**config.mk**
```make
export PLATFORM = sky130hd
export DESIGN_NAME = seq_shifter
export DESIGN_NICKNAME = d
export VERILOG_FILES = /design/src/rtl/seq_shifter_pkg.sv /design/src/rtl/seq_shifter_shift_step.sv /design/src/rtl/seq_shifter.sv
export SDC_FILE = /design/constraint.sdc
export NUM_CORES = 1
export LEC_CHECK = 0
export ABC_CLOCK_PERIOD_IN_PS = 1930
export BUFFER_PORTS_ARGS = -buffer_cell sky130_fd_sc_hd__buf_2
export CAP_MARGIN = 25
export CORE_UTILIZATION = 54
export DETAILED_ROUTE_END_ITERATION = 6
export GPL_ROUTABILITY_DRIVEN = 1
export GPL_TIMING_DRIVEN = 0
export PLACE_DENSITY = 0.88
export REMOVE_ABC_BUFFERS = 1
export SLEW_MARGIN = 20
export SYNTH_ARGS = -nofsm -noshare
export SYNTH_HDL_FRONTEND = slang
export SYNTH_HIERARCHICAL = 1
export SYNTH_SLANG_ARGS = --single-unit
```
**constraint.sdc**
```tcl
create_clock -name clk -period 1.93 [get_ports clk]
set_input_delay 0.386 -clock clk [delete_from_list [all_inputs] [get_ports clk]]
set_output_delay 0.386 -clock clk [all_outputs]
set_load 0.02 [all_outputs]
```
**src/rtl/seq_shifter_pkg.sv**
```systemverilog
// Shared definitions for the KGP-RISC multicycle shift unit: op codes,
// FSM states and default widths.
package kgp_shift_pkg;

    localparam int DEF_WIDTH   = 32;
    localparam int DEF_SHAMT_W = 5;

    localparam logic [1:0] SH_SLL  = 2'b00;
    localparam logic [1:0] SH_SRL  = 2'b01;
    localparam logic [1:0] SH_SRA  = 2'b10;
    localparam logic [1:0] SH_PASS = 2'b11;

    typedef enum logic [1:0] {
        IDLE  = 2'b00,
        SHIFT = 2'b01,
        DONE  = 2'b10
    } state_e;

endpackage

```
**src/rtl/seq_shifter_shift_step.sv**
```systemverilog
// Combinational single-step shifter: moves data by 1 or 4 bit positions
// according to the shift op. PASS (and any unknown op) returns data unchanged.
module shift_step
    import kgp_shift_pkg::*;
#(
    parameter int WIDTH = DEF_WIDTH
) (
    input  logic [WIDTH-1:0] data,
    input  logic [1:0]       op,
    input  logic             step4,
    output logic [WIDTH-1:0] shifted
);

    always_comb begin
        // NOTE: default assigned first so every path drives shifted; no latch.
        shifted = data;
        case (op)
            SH_SLL:  shifted = step4 ? {data[WIDTH-5:0], 4'b0000}
                                     : {data[WIDTH-2:0], 1'b0};
            SH_SRL:  shifted = step4 ? {4'b0000, data[WIDTH-1:4]}
                                     : {1'b0, data[WIDTH-1:1]};
            SH_SRA:  shifted = step4 ? {{4{data[WIDTH-1]}}, data[WIDTH-1:4]}
                                     : {data[WIDTH-1], data[WIDTH-1:1]};
            default: shifted = data;
        endcase
    end

endmodule

```
**src/rtl/seq_shifter.sv**
```systemverilog
// Multicycle SLL/SRL/SRA unit for the execute stage, one bit per SHIFT cycle.
// Define SEQ_SHIFTER_RADIX4_EN to shift four bits per cycle while cnt >= 4.
module seq_shifter
    import kgp_shift_pkg::*;
#(
    parameter int WIDTH   = DEF_WIDTH,
    parameter int SHAMT_W = DEF_SHAMT_W
) (
    input  logic               clk,
    input  logic               rst,
    input  logic               start,
    input  logic [1:0]         op,
    input  logic [WIDTH-1:0]   din,
    input  logic [SHAMT_W-1:0] shamt,
    output logic               busy,
    output logic               done,
    output logic [WIDTH-1:0]   result
);

    state_e             state_q, state_d;
    logic [WIDTH-1:0]   work_q, work_d;
    logic [1:0]         op_q, op_d;
    logic [SHAMT_W-1:0] cnt_q, cnt_d;
    logic               step4;
    logic [SHAMT_W-1:0] step_amt;
    logic [WIDTH-1:0]   stepped;

`ifdef SEQ_SHIFTER_RADIX4_EN
    assign step4 = (cnt_q >= SHAMT_W'(4));
`else
    assign step4 = 1'b0;
`endif
    assign step_amt = step4 ? SHAMT_W'(4) : SHAMT_W'(1);

    shift_step #(.WIDTH(WIDTH)) u_step (
        .data    (work_q),
        .op      (op_q),
        .step4   (step4),
        .shifted (stepped)
    );

    always_comb begin
        state_d = state_q;
        work_d  = work_q;
        op_d    = op_q;
        cnt_d   = cnt_q;
        case (state_q)
            IDLE, DONE: begin
                if (start) begin
                    work_d  = din;
                    op_d    = op;
                    cnt_d   = shamt;
                    state_d = (shamt == '0 || op == SH_PASS) ? DONE : SHIFT;
                end else if (state_q == DONE) begin
                    state_d = IDLE;
                end
            end
            SHIFT: begin
                // Requests arriving here are dropped; upstream stalls on busy.
                work_d = stepped;
                cnt_d  = cnt_q - step_amt;
                if (cnt_q == step_amt) state_d = DONE;
            end
            default: state_d = IDLE;
        endcase
    end

    // NOTE: non-blocking assignments only; the synchronous reset covers every
    // register so an aborted shift leaves no stale state behind.
    always_ff @(posedge clk) begin
        if (rst) begin
            state_q <= IDLE;
            work_q  <= '0;
            op_q    <= SH_SLL;
            cnt_q   <= '0;
        end else begin
            state_q <= state_d;
            work_q  <= work_d;
            op_q    <= op_d;
            cnt_q   <= cnt_d;
        end
    end

    assign busy   = (state_q == SHIFT);
    assign done   = (state_q == DONE);
    assign result = work_q;

endmodule

```
Yosys cells after proc, flatten, opt, wreduce, memory -nomap -nowiden. Cells that the tools add are included.

$add $sub $neg: 1. $mul: 0. Divide/modulo/power cells: 0. Magnitude comparators: 0. Eq/ne operators: 12. Shift-type cells: 0. Muxes and demuxes: 10. Bitwise logic cells: 0. Reductions and logical operators: 11.

Operator list (number): $pmux 32 s3 (1); $pmux 32 s2 (1); $mux 32 (1); $pmux 5 s2 (1); $mux 2 (4); $eq 2x2->1 const B (3); $reduce_and 2->1 (3); $eq 5x1->1 const B (1); $logic_not 5->1 (1); $mux 5 (1); $sub 5x1->5 const B (1); $eq 2x1->1 const B (2); $logic_not 2->1 (2); $ne 2x2->1 const B (2); $ne 4x1->1 const B (1); $pmux 2 s2 (1); $reduce_and 4->1 (1); $ne 3x1->1 const B (1); $ne 3x3->1 const B (1); $reduce_and 3->1 (1); $ne 2x1->1 const B (1); $reduce_bool 2->1 (1); $reduce_or 2->1 (1); $logic_or 1x1->1 (1).

Register bits after elaboration: 41. Bits in latches: 0. RAM bits: 0. Memory bits (read-only): 0. Input port bits: 42. Output and inout port bits: 34. Word-level logic and storage cells: 39. Memories: 0.

Longest topological paths before layout. Gate-level depths: netlist of run 1.

Depth in word-level cells: 5. Mapped depth: 8. Depth with buffers taken out: 5.

Hierarchy. The synthesis of run 1 kept the hierarchy.

Modules (own cells, without submodules): seq_shifter (instances 1, cells an instance 238, area each 1846.8 um^2, seq. area each 820.8 um^2); shift_step (instances 1, cells an instance 159, area each 1295.0 um^2, seq. area each 0.0 um^2).

Worst setup path after synthesis of run 1. No wires, ideal clock.

Kind: register to register. From: register op_q[0]. To: register work_q[25] (netlist: result[25]). Library setup time: 91 ps. Arrival: 1394 ps. Required time: 1839 ps. Path slack: 445 ps. Stages on the path, launching flop included: 9. Buffers on the path: 3. Clock period less this slack: 1485 ps. Path through: dfxtp_1 > nand2b_1 > buf_6 > and2_4 > buf_6 > buf_6 > o21ai_2 > nand2_1 > a311oi_1.

Word-level cells in the longest chain between the ends: 3. Elaborated cells between the ends (all ways): 7. Classes of those cells: eq/ne: 3; mux: 2; reduce/logical: 2.

Ends and longest elaborated chain: from (decl) (line seq_shifter.sv:22) `logic [1:0] op_q, op_d;`; from (signal assigned) (line seq_shifter.sv:79) `op_q <= op_d;`; $eq 2x2->1 (tied with other cells) (line seq_shifter_shift_step.sv:17) `case (op)`; $pmux 32 s3 (*) (line seq_shifter_shift_step.sv:17); via stepped[25] (line seq_shifter.sv:26) `logic [WIDTH-1:0] stepped;`; $pmux 32 s2 (*) (line seq_shifter.sv:47) `case (state_q)`; to (signal assigned) (line seq_shifter.sv:78) `work_q <= work_d;`; to (decl) (line seq_shifter.sv:21) `logic [WIDTH-1:0] work_q, work_d;`.

The timed path passes the listed nets; every way through them passes the cells marked *. A chain may end at the register's enable or synchronous reset.

Final worst setup path of run 1.
From: register state_q[0]. To: output busy.

Word-level cells in the longest chain between the ends: 1.

Ends and longest elaborated chain: from (decl) (line seq_shifter.sv:20) `state_e state_q, state_d;`; from (signal assigned) (line seq_shifter.sv:77) `state_q <= state_d;`; $eq 2x1->1 (line seq_shifter.sv:84) `assign busy = (state_q == SHIFT);`; to (decl) (line seq_shifter.sv:15) `output logic busy,`.

No other way between the ends.

==> impl_metrics.prom, run 1 <==
# TYPE chip_impl_metric gauge
chip_impl_metric{name="globalRouteTotalUtil",unit="%"} 27.22
chip_impl_metric{name="crit_path_max_fanout",unit=""} 37
chip_impl_info{name="clk_root_buffer_cell",value="clkbuf_8"} 1
chip_impl_info{name="layout_commonest_cell",value="buf_2"} 1
chip_impl_metric{name="initial_antenna_violation_count",unit=""} 0
chip_impl_metric{name="power_switching_share",unit="%"} 36.07
chip_impl_metric{name="start_util",unit="%"} 56.71
chip_impl_info{name="hold_end",value="op_q[0]$_SDFFE_PP0P_"} 1
chip_impl_metric{name="synth_adder_area_share",unit="%"} 0.7965
chip_impl_metric{name="floorplan.die_area",unit="um2"} 6127
chip_impl_info{name="setup.worst_path.start_class",value="register"} 1
chip_impl_info{name="holdCritPathClass",value="in -> reg"} 1
chip_impl_info{name="kind_of_cell_adding_the_most_delay_to_the_critical_path",value="flip-flops"} 1
chip_impl_metric{name="maximum_number_of_pins_on_one_net_before_global_route_repair",unit=""} 69
chip_impl_metric{name="power.share.sequential",unit="%"} 40.7
chip_impl_metric{name="static-leakage-power",unit="nW"} 1.473
chip_impl_metric{name="layout.nets",unit=""} 489
chip_impl_metric{name="avgSynthCellArea",unit="um2"} 7.914
chip_impl_metric{name="drt-total-wl",unit="mm"} 8.462
chip_impl_metric{name="internal_power",unit="W"} 0.001703
chip_impl_info{name="critical_register_to_register_path_startpoint",value="state_q[0]$_SDFFE_PP0P_"} 1
chip_impl_metric{name="max-slew-margin-rel",unit="%"} 46.08
chip_impl_metric{name="grt_pass1_wl",unit="mm"} 13.54
chip_impl_info{name="tritoncts",value="yes"} 1
chip_impl_metric{name="reg2regPathDepth",unit=""} 4
chip_impl_metric{name="cp_slowest_stage_delay",unit="ns"} 0.55
chip_impl_metric{name="synth_cells",unit=""} 397
chip_impl_info{name="mostFrequentLayoutCells",value="buf_2 (75), nand2_1 (73), nor2_1 (44)"} 1
chip_impl_metric{name="num_vias",unit=""} 3200
chip_impl_metric{name="final_layout_size_suffix_gt1_share",unit="%"} 27.58
chip_impl_metric{name="ys_ff_latch",unit=""} 41
chip_impl_metric{name="core_area",unit="um2"} 5540
chip_impl_info{name="hold_path.startpoint",value="op[0]"} 1
chip_impl_metric{name="place_hpwl",unit="mm"} 5.009
chip_impl_metric{name="max_freq",unit="MHz"} 540.4
chip_impl_info{name="status",value="completed"} 1
chip_impl_metric{name="cts-hold-fix-buffers",unit=""} 0
chip_impl_metric{name="worstSkewPairLatency",unit="ns"} 0.30
chip_impl_metric{name="clock-sinks",unit=""} 41
chip_impl_metric{name="synth_compound_area_share",unit="%"} 27.64
chip_impl_metric{name="die_x",unit="um"} 78.28
chip_impl_metric{name="instance_area_after_placement",unit="um2"} 3387
chip_impl_info{name="cp_endpoint_kind",value="output port"} 1
chip_impl_metric{name="rows",unit=""} 27
chip_impl_metric{name="synth-seq-area-share",unit="%"} 26.13
chip_impl_metric{name="yosys.area_share.simple",unit="%"} 18.12
chip_impl_metric{name="power_dens_cells",unit="nW/um2"} 752.1
chip_impl_metric{name="finish.cell_count_without_fillers",unit=""} 518
chip_impl_metric{name="timing_worst_slew_pin_value",unit="ns"} 0.8087
chip_impl_metric{name="final_max_slew_viols",unit=""} 0
chip_impl_metric{name="hold_viol",unit=""} 0
chip_impl_metric{name="maxCapViolCount",unit=""} 0
chip_impl_info{name="rr_endpoint",value="cnt_q[4]$_SDFFE_PP0P_"} 1
chip_impl_metric{name="power.share.combinational",unit="%"} 31.7
chip_impl_info{name="synth_top_family_by_area",value="compound AO/OA/AOI/OAI gates"} 1
chip_impl_metric{name="yosys_warnings",unit=""} 6
chip_impl_metric{name="postLayoutCellArea",unit="um2"} 3542
chip_impl_metric{name="postRouteAntennaNets",unit=""} 0
chip_impl_metric{name="height_of_the_chip",unit="um"} 78.28
chip_impl_metric{name="area_growth",unit="%"} 12.74
chip_impl_metric{name="grt_pass1_vias",unit=""} 2890
chip_impl_metric{name="boundaryPins",unit=""} 76
chip_impl_info{name="timing.critical_path.slowest_stage_cell",value="dfxtp_1"} 1
chip_impl_metric{name="avgViaCountPerCell",unit=""} 6.178
chip_impl_metric{name="final_antenna_diode_count",unit=""} 0
chip_impl_metric{name="ir_drop_worst_vdd",unit="uV"} 382.0
chip_impl_metric{name="skew",unit="ns"} 0.006678
chip_impl_info{name="worst_setup_path_startpoint",value="state_q[0]$_SDFFE_PP0P_"} 1
chip_impl_info{name="cells_traversed_along_the_worst_timing_path",value="nand2b_4, clkinv_8, buf_2"} 1
chip_impl_metric{name="final_period_util",unit="%"} 95.89
chip_impl_metric{name="sum_of_buffers_and_inverters_on_the_critical_path",unit=""} 2
chip_impl_metric{name="drt_first_iter_violations",unit=""} 382
chip_impl_metric{name="post_synth_mux_area_share",unit="%"} 18.52
chip_impl_metric{name="place.detailed.instances",unit=""} 508
chip_impl_metric{name="detail_route.drc_violations",unit=""} 0
chip_impl_metric{name="dr.pass1.iters",unit=""} 4
chip_impl_metric{name="finalCriticalPeriod",unit="ns"} 1.851
chip_impl_metric{name="fin_worst_hold_slack",unit="ns"} 0.3223
chip_impl_metric{name="dp_slack",unit="ns"} -0.5353
chip_impl_metric{name="number_of_filler_instances_in_the_final_layout",unit=""} 516
chip_impl_metric{name="htreeDepth",unit=""} 2
chip_impl_info{name="grt_setup_unrepaired",value="false"} 1
chip_impl_metric{name="power.share.clock",unit="%"} 27.5
chip_impl_metric{name="timing.critical_path.arrival",unit="ns"} 1.46
chip_impl_metric{name="synthXorXnorAreaFrac",unit="%"} 0
chip_impl_metric{name="whs_path_depth",unit=""} 3
chip_impl_metric{name="synth_area",unit="um2"} 3142
chip_impl_metric{name="postLayoutSetupSlackWorst",unit="ns"} 0.07939
chip_impl_metric{name="cts.repair_timing.setup_buffer_count",unit=""} 0
chip_impl_metric{name="cts_max_path_buffers",unit=""} 2
chip_impl_metric{name="required",unit="ns"} 1.54
chip_impl_metric{name="finalSetupViolCount",unit=""} 0
chip_impl_info{name="critical_path_class",value="reg -> out"} 1
chip_impl_metric{name="wl_per_cell",unit="um"} 16.34
chip_impl_metric{name="numCtsBuffers",unit=""} 5
chip_impl_metric{name="grt.overflow.total",unit=""} 0
chip_impl_metric{name="netlist-cell-type-count",unit=""} 39
chip_impl_metric{name="worst-r2r-setup-slack",unit="ns"} 0.13
chip_impl_metric{name="path_clk_slew",unit="ns"} 0.08
chip_impl_metric{name="gp_congestion",unit=""} 0.8224
chip_impl_metric{name="buffer_ports.inserted",unit=""} 75
chip_impl_metric{name="power_switching",unit="W"} 0.0009611
==> worst min-delay path, cell delays in order <==
cell and delay [ns]:
buf_2 0.10, nand2_1 0.05, a21oi_1 0.05
==> synth_stat cells, drive strengths merged <==
library cell   n  share of area [%]
a21oi         16                2.5
conb           1               0.12
ha             2               0.80
a221oi         2               0.56
clkinv         1               0.16
dfxtp         41                 26
nor2b          8                1.6
mux2          25                9.0
a221o          7                2.2
nor2          45                5.4
a311oi        32                8.9
clkbuf        10                1.2
buf           29                6.8
o22ai          3               0.60
a32oi          1               0.28
nand2         73                8.7
o31ai          2               0.48
o32ai          1               0.28
a22oi         22                5.3
o21ai         24                5.0
and2           2               0.48
inv            4               0.48
nor3           3               0.48
o21a           1               0.24
a211oi         4               0.96
nand3          1               0.16
mux2i         30                9.6
or3            1               0.20
nand3b         1               0.24
a211o          1               0.28
nand2b         4               0.88
==> power by group through the flow <==
stage          registers, W  logic (W)  clock network [W]
2_1_floorplan       0.00114   0.000504                  0
3_5_place_dp        0.00109   0.000810                  0
3_3_place_gp        0.00109   0.000786                  0
4_1_cts             0.00108   0.000826           0.000739
5_1_grt             0.00110   0.000923           0.000775
6_report            0.00109   0.000846           0.000733
==> layout make-up <==
class                      count  area [um2]  area share (%)
multi-input combinational    316        2091           59.03
clock inverter                 1       30.03          0.8478
sequential                    41       823.3           23.24
tap                           72       90.09           2.543
inverter                       5       31.28          0.8831
clock buffer                   7       86.33           2.437
timing repair buffer          76       390.4           11.02
==> how the worst max path moves through the flow <==
stage	endpoint	cells past startpoint	slack (ns)
6_report	busy	3	0.08
5_1_grt	result[14]$_SDFFE_PP0P_	5	0.05
4_1_cts	result[5]$_SDFFE_PP0P_	5	0.03
3_5_place_dp	cnt_q[4]$_SDFFE_PP0P_	5	-0.54
3_3_place_gp	cnt_q[4]$_SDFFE_PP0P_	4	-0.80
2_1_floorplan	cnt_q[4]$_SDFFE_PP0P_	4	-0.26
==> sequential cells by signal, summed over array words and instances (netlist names) <==
register  cells
cnt_q         5
op_q          2
result       32
state_q       2
==> what timing repair did <==
action                     CTS  global route
resized for setup            6             1
cloned                       1             1
setup endpoints to repair   39            20
==> layer usage <==
layer / wire, um / global-route usage (%)
met1: 3698 / 34.17
met3: 590 / 4.884
met2: 4071 / 46.23
met5: 0 / 0
met4: 102 / 10.19
==> kinds of logic (layout without fill, tap and decap cells) <==
group | after synthesis | in the layout
and+or+nand+nor | 138 | 140
other | 1 | 3
DFF | 41 | 41
AOI/OAI and AO/OA | 116 | 116
buffers and inverters | 44 | 89
adders and majority gates | 2 | 2
muxes | 55 | 55
==> per-stage QoR <==
step	utilization [%]	total power, W	setup TNS (ns)
after floorplan	-	0.001640	-3.558
after global placement	60.68	0.001874	-26.15
after detailed placement	61.13	0.001904	-10.23
after CTS	63.75	0.002643	0
after global routing	63.93	0.002799	0
final	63.93	0.002664	0
(Power assumes the default switching activity.)
==> run 2: changes to the inputs <==
- ABC_CLOCK_PERIOD_IN_PS: 1930 -> 1700
- CORE_UTILIZATION: 54 -> 49
- PLACE_DENSITY: 0.88 -> 0.85
- clock period: 1.93 -> 1.7 ns (I/O delays scaled with it)
==> run 2 against run 1 <==
Largest power group unchanged. Die area is 9.9% higher. Critical path type unchanged. Register-to-register slack worse by 0.04 ns. Via count is 3.0% higher. Worst hold slack worse by 0.039 ns. Final cell count is 0.77% higher. Critical endpoint unchanged. Critical path depth stayed put.
==> impl_metrics.prom, run 2 (synthesized netlist as in run 1, its figures left out) <==
# TYPE chip_impl_metric gauge
chip_impl_info{name="status",value="completed"} 1
chip_impl_metric{name="htreeDepth",unit=""} 2
chip_impl_info{name="cells_traversed_along_the_worst_timing_path",value="nand2b_4, clkinv_8, buf_6"} 1
chip_impl_metric{name="wl_per_cell",unit="um"} 16.39
chip_impl_info{name="kind_of_cell_adding_the_most_delay_to_the_critical_path",value="flip-flops"} 1
chip_impl_metric{name="postRouteAntennaNets",unit=""} 0
chip_impl_metric{name="globalRouteTotalUtil",unit="%"} 25.82
chip_impl_metric{name="cts_max_path_buffers",unit=""} 2
chip_impl_metric{name="power_dens_cells",unit="nW/um2"} 800.3
chip_impl_metric{name="drt_first_iter_violations",unit=""} 270
chip_impl_info{name="tritoncts",value="yes"} 1
chip_impl_metric{name="final_period_util",unit="%"} 96.24
chip_impl_metric{name="cp_slowest_stage_delay",unit="ns"} 0.37
chip_impl_metric{name="numCtsBuffers",unit=""} 5
chip_impl_metric{name="worstSkewPairLatency",unit="ns"} 0.30
chip_impl_metric{name="largest_register_ffs",unit=""} 32
chip_impl_metric{name="path_clk_slew",unit="ns"} 0.08
chip_impl_metric{name="clock-sinks",unit=""} 41
chip_impl_metric{name="grt_util_met1",unit="%"} 32.91
chip_impl_metric{name="finalCriticalPeriod",unit="ns"} 1.636
chip_impl_info{name="setup.worst_path.start_class",value="register"} 1
chip_impl_metric{name="grtUsageMet2",unit="%"} 43.97
chip_impl_metric{name="sum_of_buffers_and_inverters_on_the_critical_path",unit=""} 2
chip_impl_metric{name="timing_worst_slew_pin_value",unit="ns"} 0.7710
chip_impl_metric{name="num_vias",unit=""} 3297
chip_impl_info{name="globalRoute.busiestLayer",value="met2"} 1
chip_impl_info{name="mostFrequentLayoutCells",value="buf_2 (74), nand2_1 (73), nor2_1 (44)"} 1
chip_impl_metric{name="floorplan.die_area",unit="um2"} 6736
chip_impl_metric{name="static-leakage-power",unit="nW"} 1.468
chip_impl_metric{name="skew",unit="ns"} 0.005641
chip_impl_metric{name="height_of_the_chip",unit="um"} 82.08
chip_impl_metric{name="max_freq",unit="MHz"} 611.2
chip_impl_metric{name="gp_congestion",unit=""} 0.8256
chip_impl_metric{name="avgViaCountPerCell",unit=""} 6.316
chip_impl_metric{name="place_hpwl",unit="mm"} 5.169
chip_impl_metric{name="core_area",unit="um2"} 6061
chip_impl_metric{name="area_growth",unit="%"} 13.10
chip_impl_metric{name="dr.pass1.iters",unit=""} 5
chip_impl_metric{name="drt-total-wl",unit="mm"} 8.558
chip_impl_info{name="clk_root_buffer_cell",value="clkbuf_8"} 1
chip_impl_metric{name="detail_route.drc_violations",unit=""} 0
chip_impl_metric{name="finalSetupViolCount",unit=""} 0
chip_impl_metric{name="instance_area_after_placement",unit="um2"} 3391
chip_impl_metric{name="grt_pass1_vias",unit=""} 2949
chip_impl_metric{name="grt_pass1_wl",unit="mm"} 13.56
chip_impl_metric{name="buffer_ports.inserted",unit=""} 75
chip_impl_metric{name="start_util",unit="%"} 51.84
chip_impl_metric{name="maximum_number_of_pins_on_one_net_before_global_route_repair",unit=""} 69
chip_impl_metric{name="initial_antenna_violation_count",unit=""} 0
chip_impl_metric{name="final_antenna_diode_count",unit=""} 0
chip_impl_metric{name="fin_worst_hold_slack",unit="ns"} 0.2831
chip_impl_metric{name="timing.critical_path.arrival",unit="ns"} 1.30
chip_impl_metric{name="worst-r2r-setup-slack",unit="ns"} 0.09
chip_impl_metric{name="required",unit="ns"} 1.36
chip_impl_metric{name="rows",unit=""} 28
chip_impl_metric{name="boundaryPins",unit=""} 76
chip_impl_metric{name="final_layout_size_suffix_gt1_share",unit="%"} 28.86
chip_impl_info{name="cp_endpoint_kind",value="output port"} 1
chip_impl_info{name="holdCritPathClass",value="in -> reg"} 1
chip_impl_metric{name="grt.overflow.total",unit=""} 0
chip_impl_metric{name="layout.nets",unit=""} 490
chip_impl_metric{name="hold_viol",unit=""} 0
chip_impl_info{name="grt_setup_unrepaired",value="false"} 1
chip_impl_metric{name="gr-usage-met3",unit="%"} 3.556
chip_impl_metric{name="crit_path_max_fanout",unit=""} 37
chip_impl_metric{name="maxCapViolCount",unit=""} 0
chip_impl_metric{name="final_max_slew_viols",unit=""} 0
chip_impl_info{name="layout_commonest_cell",value="buf_2"} 1
chip_impl_info{name="critical_path_class",value="reg -> out"} 1
chip_impl_metric{name="cts-hold-fix-buffers",unit=""} 0
chip_impl_metric{name="max-slew-margin-rel",unit="%"} 48.60
chip_impl_metric{name="ir_drop_worst_vdd",unit="uV"} 492.6
chip_impl_info{name="timing.critical_path.slowest_stage_cell",value="dfxtp_2"} 1
chip_impl_metric{name="die_x",unit="um"} 82.08
chip_impl_metric{name="postLayoutCellArea",unit="um2"} 3553
## run 2: cell types whose count changed in the layout (fill, tap and decap cells not counted), moves of 2 or more
cell,before,now
nand2b_1,2,0
nand2b_2,2,4
clkinv_2,0,2
dfxtp_4,0,2
dfxtp_1,39,37
## run 2: stage by stage
step	cells	TNS, ns	power [W]	worst slack [ns]	util, %
after floorplan	360	-12.23	0.001862	-0.4922	-
after global placement	510	-34.51	0.002126	-1.003	55.53
after detailed placement	511	-18.78	0.002162	-0.7613	55.95
after CTS	520	-0.03171	0.002819	-0.03171	58.01
after global routing	522	0	0.003015	0.02585	58.63
final	522	0	0.002844	0.06385	58.63
## run 2: final timing paths
path | cells after the start | endpoint | startpoint
max reg2reg | 3 | state_q[1]$_SDFFE_PP0P_ | state_q[0]$_SDFFE_PP0P_
min | 3 | op_q[0]$_SDFFE_PP0P_ | op[0]
min reg2reg | 2 | cnt_q[3]$_SDFFE_PP0P_ | cnt_q[3]$_SDFFE_PP0P_
max | 3 | busy | state_q[1]$_SDFFE_PP0P_
## run 2: repair_timing
item / CTS / global route
gates resized for setup: 11 / 6
setup buffers: 0 / 0
cloned: 1 / 2
setup endpoints to repair: 39 / 21
pin swaps: 0 / 2
## run 2: power breakdown
| part | switching [W] | leakage, nW | internal [W] |
|---|---|---|---|
| logic | 0.000565 | 1.08 | 0.000402 |
| registers | 0.000174 | 0.342 | 0.00106 |
| clock network | 0.000359 | 0.0439 | 0.000284 |
| total | 0.00110 | 1.47 | 0.00174 |
## run 2: per-layer routing
| layer | up-vias | part of all wire [%] |
|---|---|---|
| li1 | 1555 | - |
| met1 | 1571 | 44 |
| met2 | 155 | 48 |
| met3 | 16 | 5.9 |
| met4 | 0 | 1.8 |
| met5 | - | 0 |
## run 2: final cells by class
cell class / instances / area [um2]
inverter: 5 / 31.28
sequential: 41 / 830.8
clock buffer: 5 / 68.82
clock inverter: 3 / 17.52
timing repair buffer: 76 / 396.6
multi-input combinational: 317 / 2115
tap: 75 / 93.84
fill: 551 / 2507
## run 2: worst register-to-register path, stage by stage (launching register included)
cell      delay [ns]
dfxtp_2         0.38
nand2b_2        0.54
or3_1           0.51
o31ai_1         0.08
